===== config.mk =====
export PLATFORM = sky130hd
export DESIGN_NAME = diffeq_host_seq
export DESIGN_NICKNAME = d
export VERILOG_FILES = /design/src/rtl/diffeq_pkg.sv /design/src/rtl/diffeq_phase_timer.sv /design/src/rtl/diffeq_host_seq.sv
export SDC_FILE = /design/constraint.sdc
export NUM_CORES = 1
export LEC_CHECK = 0
export ABC_AREA = 0
export ABC_CLOCK_PERIOD_IN_PS = 2290
export BUFFER_PORTS_ARGS = -buffer_cell sky130_fd_sc_hd__buf_2
export CORE_ASPECT_RATIO = 0.7
export CORE_UTILIZATION = 53
export CTS_CLUSTER_DIAMETER = 80
export DETAILED_ROUTE_END_ITERATION = 7
export PLACE_DENSITY = 0.81
export SKIP_LAST_GASP = 1
export SYNTH_ARGS = -nofsm -noshare
export SYNTH_HDL_FRONTEND = slang
export SYNTH_SLANG_ARGS = --single-unit

===== constraint.sdc =====
create_clock -name clk -period 2.29 [get_ports clk]
set_clock_uncertainty 0.1 [all_clocks]
set_input_delay 0.458 -clock clk [delete_from_list [all_inputs] [get_ports clk]]
set_output_delay 0.458 -clock clk [all_outputs]
set_load 0.05 [all_outputs]

===== src/rtl/diffeq_pkg.sv =====
// Shared types and constants for the differentiator host sequencer.
// Holds the FSM state encoding, operand slot indices and default widths.
package diffeq_pkg;

   typedef enum logic [2:0] {
      IDLE,
      SETUP,
      STROBE,
      GAP,
      RUN,
      FINISH
   } state_e;

   localparam int OPND_W    = 4;
   localparam int DEF_OUT_W = 16;

   localparam logic [1:0] IDX_X  = 2'd0;
   localparam logic [1:0] IDX_DX = 2'd1;
   localparam logic [1:0] IDX_A  = 2'd2;
   localparam logic [1:0] IDX_U  = 2'd3;

   function automatic int max_int(input int a, input int b);
      return (a > b) ? a : b;
   endfunction

endpackage


===== src/rtl/diffeq_phase_timer.sv =====
// Loadable down-counter; tc_o flags zero so a phase loaded with N-1 lasts N cycles.
// Shared by the setup/hold/gap phases and the run timeout.
module diffeq_phase_timer #(
   parameter int W = 10
) (
   input  logic         clk_i,
   input  logic         rst_ni,
   input  logic         load_i,
   input  logic [W-1:0] load_val_i,
   input  logic         en_i,
   output logic         tc_o
);

   logic [W-1:0] cnt_q, cnt_d;

   always_comb begin
      cnt_d = cnt_q;
      if (load_i) begin
         cnt_d = load_val_i;
      end else if (en_i && (cnt_q != '0)) begin
         cnt_d = cnt_q - 1'b1;
      end
   end

   always_ff @(posedge clk_i or negedge rst_ni) begin
      if (!rst_ni) begin
         cnt_q <= '0;
      end else begin
         cnt_q <= cnt_d;
      end
   end

   assign tc_o = (cnt_q == '0);

endmodule


===== src/rtl/diffeq_host_seq.sv =====
// Host sequencer: loads x/dx/a/u into the differentiator with timed strobes,
// raises ready, then captures the result on a d_valid rising edge or times out.
module diffeq_host_seq
   import diffeq_pkg::*;
#(
   parameter int SETUP_CYCLES = 1,
   parameter int HOLD_CYCLES  = 4,
   parameter int GAP_CYCLES   = 1,
   parameter int TIMEOUT      = 1023,
   parameter int OUT_W        = DEF_OUT_W
) (
   input  logic              clk,
   input  logic              reset,
   input  logic              start,
   input  logic [OPND_W-1:0] x_in,
   input  logic [OPND_W-1:0] dx_in,
   input  logic [OPND_W-1:0] a_in,
   input  logic [OPND_W-1:0] u_in,
   output logic              busy,
   output logic              done,
   output logic [OUT_W-1:0]  result,
   output logic              timeout_err,
   output logic              s1,
   output logic              s2,
   output logic              s3,
   output logic              s4,
   output logic [OPND_W-1:0] d_in,
   output logic              ready,
   input  logic [OUT_W-1:0]  d_out,
   input  logic              d_valid
);

   localparam int MAX_CNT = max_int(max_int(SETUP_CYCLES, HOLD_CYCLES),
                                    max_int(GAP_CYCLES, TIMEOUT));
   localparam int CNT_W   = $clog2(MAX_CNT + 1);

   localparam logic [CNT_W-1:0] LD_SETUP = CNT_W'(SETUP_CYCLES - 1);
   localparam logic [CNT_W-1:0] LD_HOLD  = CNT_W'(HOLD_CYCLES - 1);
   localparam logic [CNT_W-1:0] LD_GAP   = CNT_W'(GAP_CYCLES - 1);
   localparam logic [CNT_W-1:0] LD_RUN   = CNT_W'(TIMEOUT - 1);

   state_e                       state_q, state_d;
   logic [1:0]                   idx_q, idx_d;
   logic [3:0][OPND_W-1:0]       opnd_q, opnd_d;
   logic [OUT_W-1:0]             result_q, result_d;
   logic                         terr_q, terr_d;
   logic                         dvld_q;
   logic                         tmr_load, tmr_en, tmr_tc;
   logic [CNT_W-1:0]             tmr_val;
   logic                         capture;

   diffeq_phase_timer #(.W(CNT_W)) u_timer (
      .clk_i      (clk),
      .rst_ni     (reset),
      .load_i     (tmr_load),
      .load_val_i (tmr_val),
      .en_i       (tmr_en),
      .tc_o       (tmr_tc)
   );

   // Only a fresh rising edge counts; a valid already high on RUN entry is ignored.
   assign capture = (state_q == RUN) && d_valid && !dvld_q;

   always_comb begin
      state_d  = state_q;
      idx_d    = idx_q;
      opnd_d   = opnd_q;
      result_d = result_q;
      terr_d   = terr_q;
      tmr_load = 1'b0;
      tmr_val  = '0;
      tmr_en   = 1'b0;
      unique case (state_q)
         IDLE: begin
            if (start) begin
               opnd_d[IDX_X]  = x_in;
               opnd_d[IDX_DX] = dx_in;
               opnd_d[IDX_A]  = a_in;
               opnd_d[IDX_U]  = u_in;
               idx_d    = IDX_X;
               terr_d   = 1'b0;
               tmr_load = 1'b1;
               tmr_val  = LD_SETUP;
               state_d  = SETUP;
            end
         end
         SETUP: begin
            if (tmr_tc) begin
               tmr_load = 1'b1;
               tmr_val  = LD_HOLD;
               state_d  = STROBE;
            end else begin
               tmr_en = 1'b1;
            end
         end
         STROBE: begin
            if (tmr_tc) begin
               tmr_load = 1'b1;
               tmr_val  = LD_GAP;
               state_d  = GAP;
            end else begin
               tmr_en = 1'b1;
            end
         end
         GAP: begin
            if (!tmr_tc) begin
               tmr_en = 1'b1;
            end else if (idx_q == IDX_U) begin
               tmr_load = 1'b1;
               tmr_val  = LD_RUN;
               state_d  = RUN;
            end else begin
               idx_d    = idx_q + 2'd1;
               tmr_load = 1'b1;
               tmr_val  = LD_SETUP;
               state_d  = SETUP;
            end
         end
         RUN: begin
            // Capture takes priority over a timeout landing in the same cycle.
            if (capture) begin
               result_d = d_out;
               state_d  = FINISH;
            end else if (tmr_tc) begin
               terr_d  = 1'b1;
               state_d = FINISH;
            end else begin
               tmr_en = 1'b1;
            end
         end
         FINISH:  state_d = IDLE;
         default: state_d = IDLE;
      endcase
   end

   always_ff @(posedge clk or negedge reset) begin
      if (!reset) begin
         state_q  <= IDLE;
         idx_q    <= '0;
         opnd_q   <= '0;
         result_q <= '0;
         terr_q   <= 1'b0;
         dvld_q   <= 1'b0;
      end else begin
         state_q  <= state_d;
         idx_q    <= idx_d;
         opnd_q   <= opnd_d;
         result_q <= result_d;
         terr_q   <= terr_d;
         dvld_q   <= d_valid;
      end
   end

   always_comb begin
      busy          = state_q inside {SETUP, STROBE, GAP, RUN};
      ready         = (state_q == RUN);
      done          = (state_q == FINISH);
      d_in          = (state_q inside {SETUP, STROBE, GAP}) ? opnd_q[idx_q] : '0;
      {s4, s3, s2, s1} = (state_q == STROBE) ? (4'b0001 << idx_q) : 4'b0000;
      result        = result_q;
      timeout_err   = terr_q;
   end

endmodule


### Word level (Yosys, flattened, before mapping)

Index checks and enable logic that the tools add are counted.
W data, S select, Z words.

| word-level totals | value |
|---|---|
| register bits after elaboration | 49 |
| input bits | 36 |
| word-level logic and storage cells | 78 |

| operators by class | value |
|---|---|
| add/subtract/negate cells | 2 |
| magnitude comparators | 1 |
| eq/ne operators | 14 |
| shifts and indexed selects | 1 |
| mux-type cells | 32 |
| reductions and logical operators | 18 |

Operators with widths:

| kind | number |
|---|---|
| $mux W10 | 4 |
| $mux W3 | 7 |
| $pmux W10 S2 | 1 |
| $pmux W3 S5 | 1 |
| $mux W4 | 3 |
| $ne A2 B2 Y1 const B | 6 |
| $logic_not A10 Y1 | 1 |
| $reduce_bool A10 Y1 | 1 |
| $sub A10 B1 Y10 const B | 1 |
| $bmux W4 S2 | 1 |
| $mux W2 | 4 |
| $reduce_and A4 Y1 | 2 |
| $mux W1 | 7 |
| $eq A3 B2 Y1 const B | 2 |
| $eq A3 B3 Y1 const B | 2 |
| $pmux W1 S2 | 3 |
| $reduce_bool A2 Y1 | 3 |
| $reduce_and A5 Y1 | 1 |
| $pmux W2 S2 | 1 |
| $reduce_and A2 Y1 | 2 |
| $reduce_bool A4 Y1 | 1 |
| $shl A1 B2 Y4 const A | 1 |
| $eq A3 B1 Y1 const B | 1 |
| $logic_and A1 B1 Y1 | 3 |
| 9 further kinds | 9 |

### Depth between registers and ports, before layout

| logic depth | value |
|---|---|
| depth after elaboration | 8 |
| depth in mapped cells | 7 |
| depth with buffers taken out | 7 |

### Cells and area by module

Synthesis repeated with hierarchy kept, for this count alone.

| second synthesis, totals | value |
|---|---|
| cells, all modules | 201 |
| area, all modules | 2528.7 µm² |

By module, submodules not included:

| module | instances | cells each | area an instance (µm²) | seq. area each (µm²) |
|---|---|---|---|---|
| diffeq_host_seq | 1 | 134 | 1906.8 | 975.9 |
| diffeq_phase_timer | 1 | 67 | 621.8 | 250.2 |

### Worst setup path after synthesis

No wires, ideal clock.

| timing | value |
|---|---|
| kind | register to output |
| start | register idx_q[0] |
| end | output d_in[0] |
| data arrival time | 1.515 ns |
| required time | 1.732 ns |
| setup slack | 0.217 ns |
| cell stages (with the launch flop) | 4 |
| path buffers | 1 |
| path through | dfrtp_1 clkbuf_1 mux4_2 and2_1 |

| between the ends | value |
|---|---|
| cells in the longest elaborated chain, start to end | 3 |

Ends and longest elaborated chain:

| what | RTL line | text |
|---|---|---|
| start, declared | diffeq_host_seq.sv:43 | `logic [1:0] idx_q, idx_d;` |
| start signal, assigned | diffeq_host_seq.sv:146 | `idx_q <= idx_d;` |
| $bmux W4 S2 | diffeq_host_seq.sv:158 | `d_in = (state_q inside {SETUP, STROBE, GAP}) ? opnd_q[idx_q] : '0;` |
| $mux W4 (implied by the code) | diffeq_host_seq.sv:158 |  |
| $mux W4 | diffeq_host_seq.sv:158 |  |
| end, declared | diffeq_host_seq.sv:27 | `output logic [OPND_W-1:0] d_in,` |

Every way passes these cells. The select of a mux whose other input is x is not followed.

### Final worst setup path

| timing | value |
|---|---|
| start | register idx_q[0] |
| end | output d_in[1] |

The elaborated chain is that of the path after synthesis.

==> flow_summary.yaml <==
job:
  maxCapViolations: 0
critical_path:
  startpoint_to_endpoint_class_of_the_critical_path: "flop to primary output"
  worstPathArrival_ns: 1.68
  critical_path.endpoint_type: "primary output"
  setup.worst_path.start_class: "flop"
  reg2reg_setup_slack_ns: 0.13
  path_buf_inv: 1
  worst_path_largest_cell_delay_ns: 0.53
  r2r-start: "u_timer.cnt_q[3]"
  timing.rr.end: "idx_q[1]"
  critPathTopFamily: "multiplexers"
  cp_cell_sequence: "mux4_2 > and2_1 > buf_2"
  crit_required_ns: 1.73
  critical_path.slowest_cell: "mux4_2"
  timing.reg2reg.worst_path_depth: 5
  path_max_fanout: 7
synthesis:
  post_synth_num_cell_types: 49
  netlist_instances: 240
  synth_async_sr_flop_share: 1.00
  synth-main-ff-cell: "dfrtp_1"
  fraction_of_the_yosys_area_taken_by_sequential_cells: 0.492
  synth.top_cells.by_area: "dfrtp_1 (49%), nand2_1 (8.6%), mux2_2 (8.1%)"
  synth_top_area_frac: 0.492
  post_synth.cell_area_avg_sq_um: 10.4
  postSynthNetCount: 282
  synth_enable_flop_cells: 0
  yosys_register_bits: 49
  post-synth-top-area-cell: "dfrtp_1"
  synth_warnings: 0
  synthesis.area_sq_um: 2490
global_route:
  first_global_vias: 1947
  grt-ovfl-total: 0
  grt_max_degree: 50
  wire_length_of_the_first_global_routing_pass_um: 9090
  grtUsageTotal: 0.236
  antenna_found_initial: 0
die:
  initial_core_utilization: 0.563
  die-width_um: 84.0
  top_level_pins: 64
  die_height_um: 59.4
  placement_rows: 20
  core_area_sq_um: 4430
  dieArea_sq_um: 4990
finish:
  fin_nets: 346
  final_cell_mix: "buf_2 (62), nand2_1 (57), dfrtp_1 (45)"
  area_growth_pct: 19.3
  finish.utilization: 0.671
  layout_commonest_cell: "buf_2"
  diodes: 0
  final_layout_size_suffix_gt1_frac: 0.390
  layout.filler_cells: 360
clocking:
  cts_buffer_depth: 2
  numCtsBuffers: 5
  clock-root-buffer: "clkbuf_8"
  clock_insertion_delay_worst_skew_ns: 0.30
  htree_levels: 2
  clock_sink_count: 49
  clock_tree_from_tritoncts: "yes"
  clk_pin_slew_worst_paths_ns: 0.09
sta:
  final_worst_path_period_share: 0.977
  holdWs_ns: 0.135
  max_slew_violation_count: 0
  timing.final.setup_violations: 0
  max_freq_ghz: 0.447
  layout_min_cycle_time_ns: 2.24
  final-hold-violation-count: 0
  rsz0062_at_grt: "yes"
  max_slew_margin: 0.600
  max_slew.worst_pin.slew_ns: 0.598
detailed_routing:
  drc: 4
  post_drt_wl_per_cell_um: 14.7
  ant_nets: 0
  drt_pre_antenna_iters: 6
  vias: 1988
  totalWireLength_um: 5300
  detail_route.iter0.violations: 107
  vias_per_cell: 5.52
placement:
  gp_routability_congestion: 0.870
  hpwl_um: 3810
  port_buffers: 63
power_and_ir_drop:
  cellPowerDensity_nw_per_um2: 1130
  peakVddDrop_mv: 0.668
  leakage_nw: 1.56
min_path:
  holdCritPathClass: "input port to asynchronous set/reset pin"
status:
  run_status: "complete, but fails checks"
  violations: "DRC"
## sequential cells by signal (all words and copies together) (netlist names)
name,flops
dvld_q,1
opnd_q,16
state_q,3
timeout_err,1
result,16
idx_q,2
u_timer.cnt_q,10
## repair_timing
item                                    4_1_cts  5_1_grt
setup buffers                                 0        1
pin swaps                                     0        0
resized for setup                             2        6
hold buffers                                  0        0
endpoints found under the setup margin        4        9
## cells in the mapped netlist (3+ instances only)
| cell | count |
|---|---|
| nand2_1 | 57 |
| dfrtp_1 | 49 |
| mux2_2 | 18 |
| nor2_1 | 17 |
| a21oi_1 | 13 |
| and2_1 | 9 |
| nor3_1 | 9 |
| ha_1 | 6 |
| inv_1 | 6 |
| mux4_2 | 4 |
| buf_2 | 3 |
| buf_6 | 3 |
## routing by layer
metal  GRT usage  vias to the layer above  share of wire
li1            -                      955              -
met3      0.0669                        6          0.083
met2       0.357                       87           0.44
met1       0.340                      940           0.47
met5           0                        -              0
met4      0.0591                        0         0.0064
## where the power goes
group          switching [mW]  total (mW)  internal [mW]
Sequential              0.235        1.34           1.10
Clock                   0.297       0.660          0.363
Combinational           0.810        1.36          0.554
Total                    1.34        3.36           2.02
## cell families (layout without fill, tap and decap cells)
logic type,count (synthesis),in the layout,synth area share
AOI/OAI and AO/OA,32,32,0.0989
xor gates and xnor gates,2,2,0.00703
adders and majority gates,6,6,0.0301
buffers and inverters,17,82,0.0392
DFF,49,49,0.492
muxes,23,23,0.121
and+or+nand+nor,111,111,0.211
## layout make-up
cell class	count	area (sq um)	area share
Clock buffer	6	82.6	0.0278
Clock inverter	2	41.3	0.0139
Inverter	7	26.3	0.00883
Multi-Input combinational cell	174	1180	0.395
Sequential cell	49	1230	0.414
Tap cell	55	68.8	0.0231
Timing Repair Buffer	67	348	0.117
## worst max-delay path by stage
| stage | start | cells past startpoint | slack [ns] | endpoint |
|---|---|---|---|---|
| after floorplan | idx_q[0] | 3 | 0.22 | d_in[0] |
| after global placement | u_timer.cnt_q[3] | 5 | 0.26 | idx_q[1] |
| after detailed placement | u_timer.cnt_q[3] | 5 | 0.16 | idx_q[1] |
| after CTS | state_q[1] | 3 | 0.005 | s2 |
| after global routing | idx_q[0] | 3 | -0.005 | d_in[3] |
| final | idx_q[0] | 3 | 0.05 | d_in[1] |
## metrics by stage
step / setup WS, ns / total power [mW] / cell area [sq um] / cells / setup TNS [ns]
after floorplan: 0.217 / 2.39 / 2490 / 240 / 0
after global routing: -0.00529 / 3.61 / 2970 / 360 / -0.00529
after global placement: 0.264 / 2.62 / 2830 / 351 / 0
after CTS: 0.00453 / 3.36 / 2960 / 359 / 0
after detailed placement: 0.158 / 2.68 / 2830 / 351 / 0
final: 0.0528 / 3.36 / 2970 / 360 / 0
Note: power is estimated with default switching activity, not from simulation.
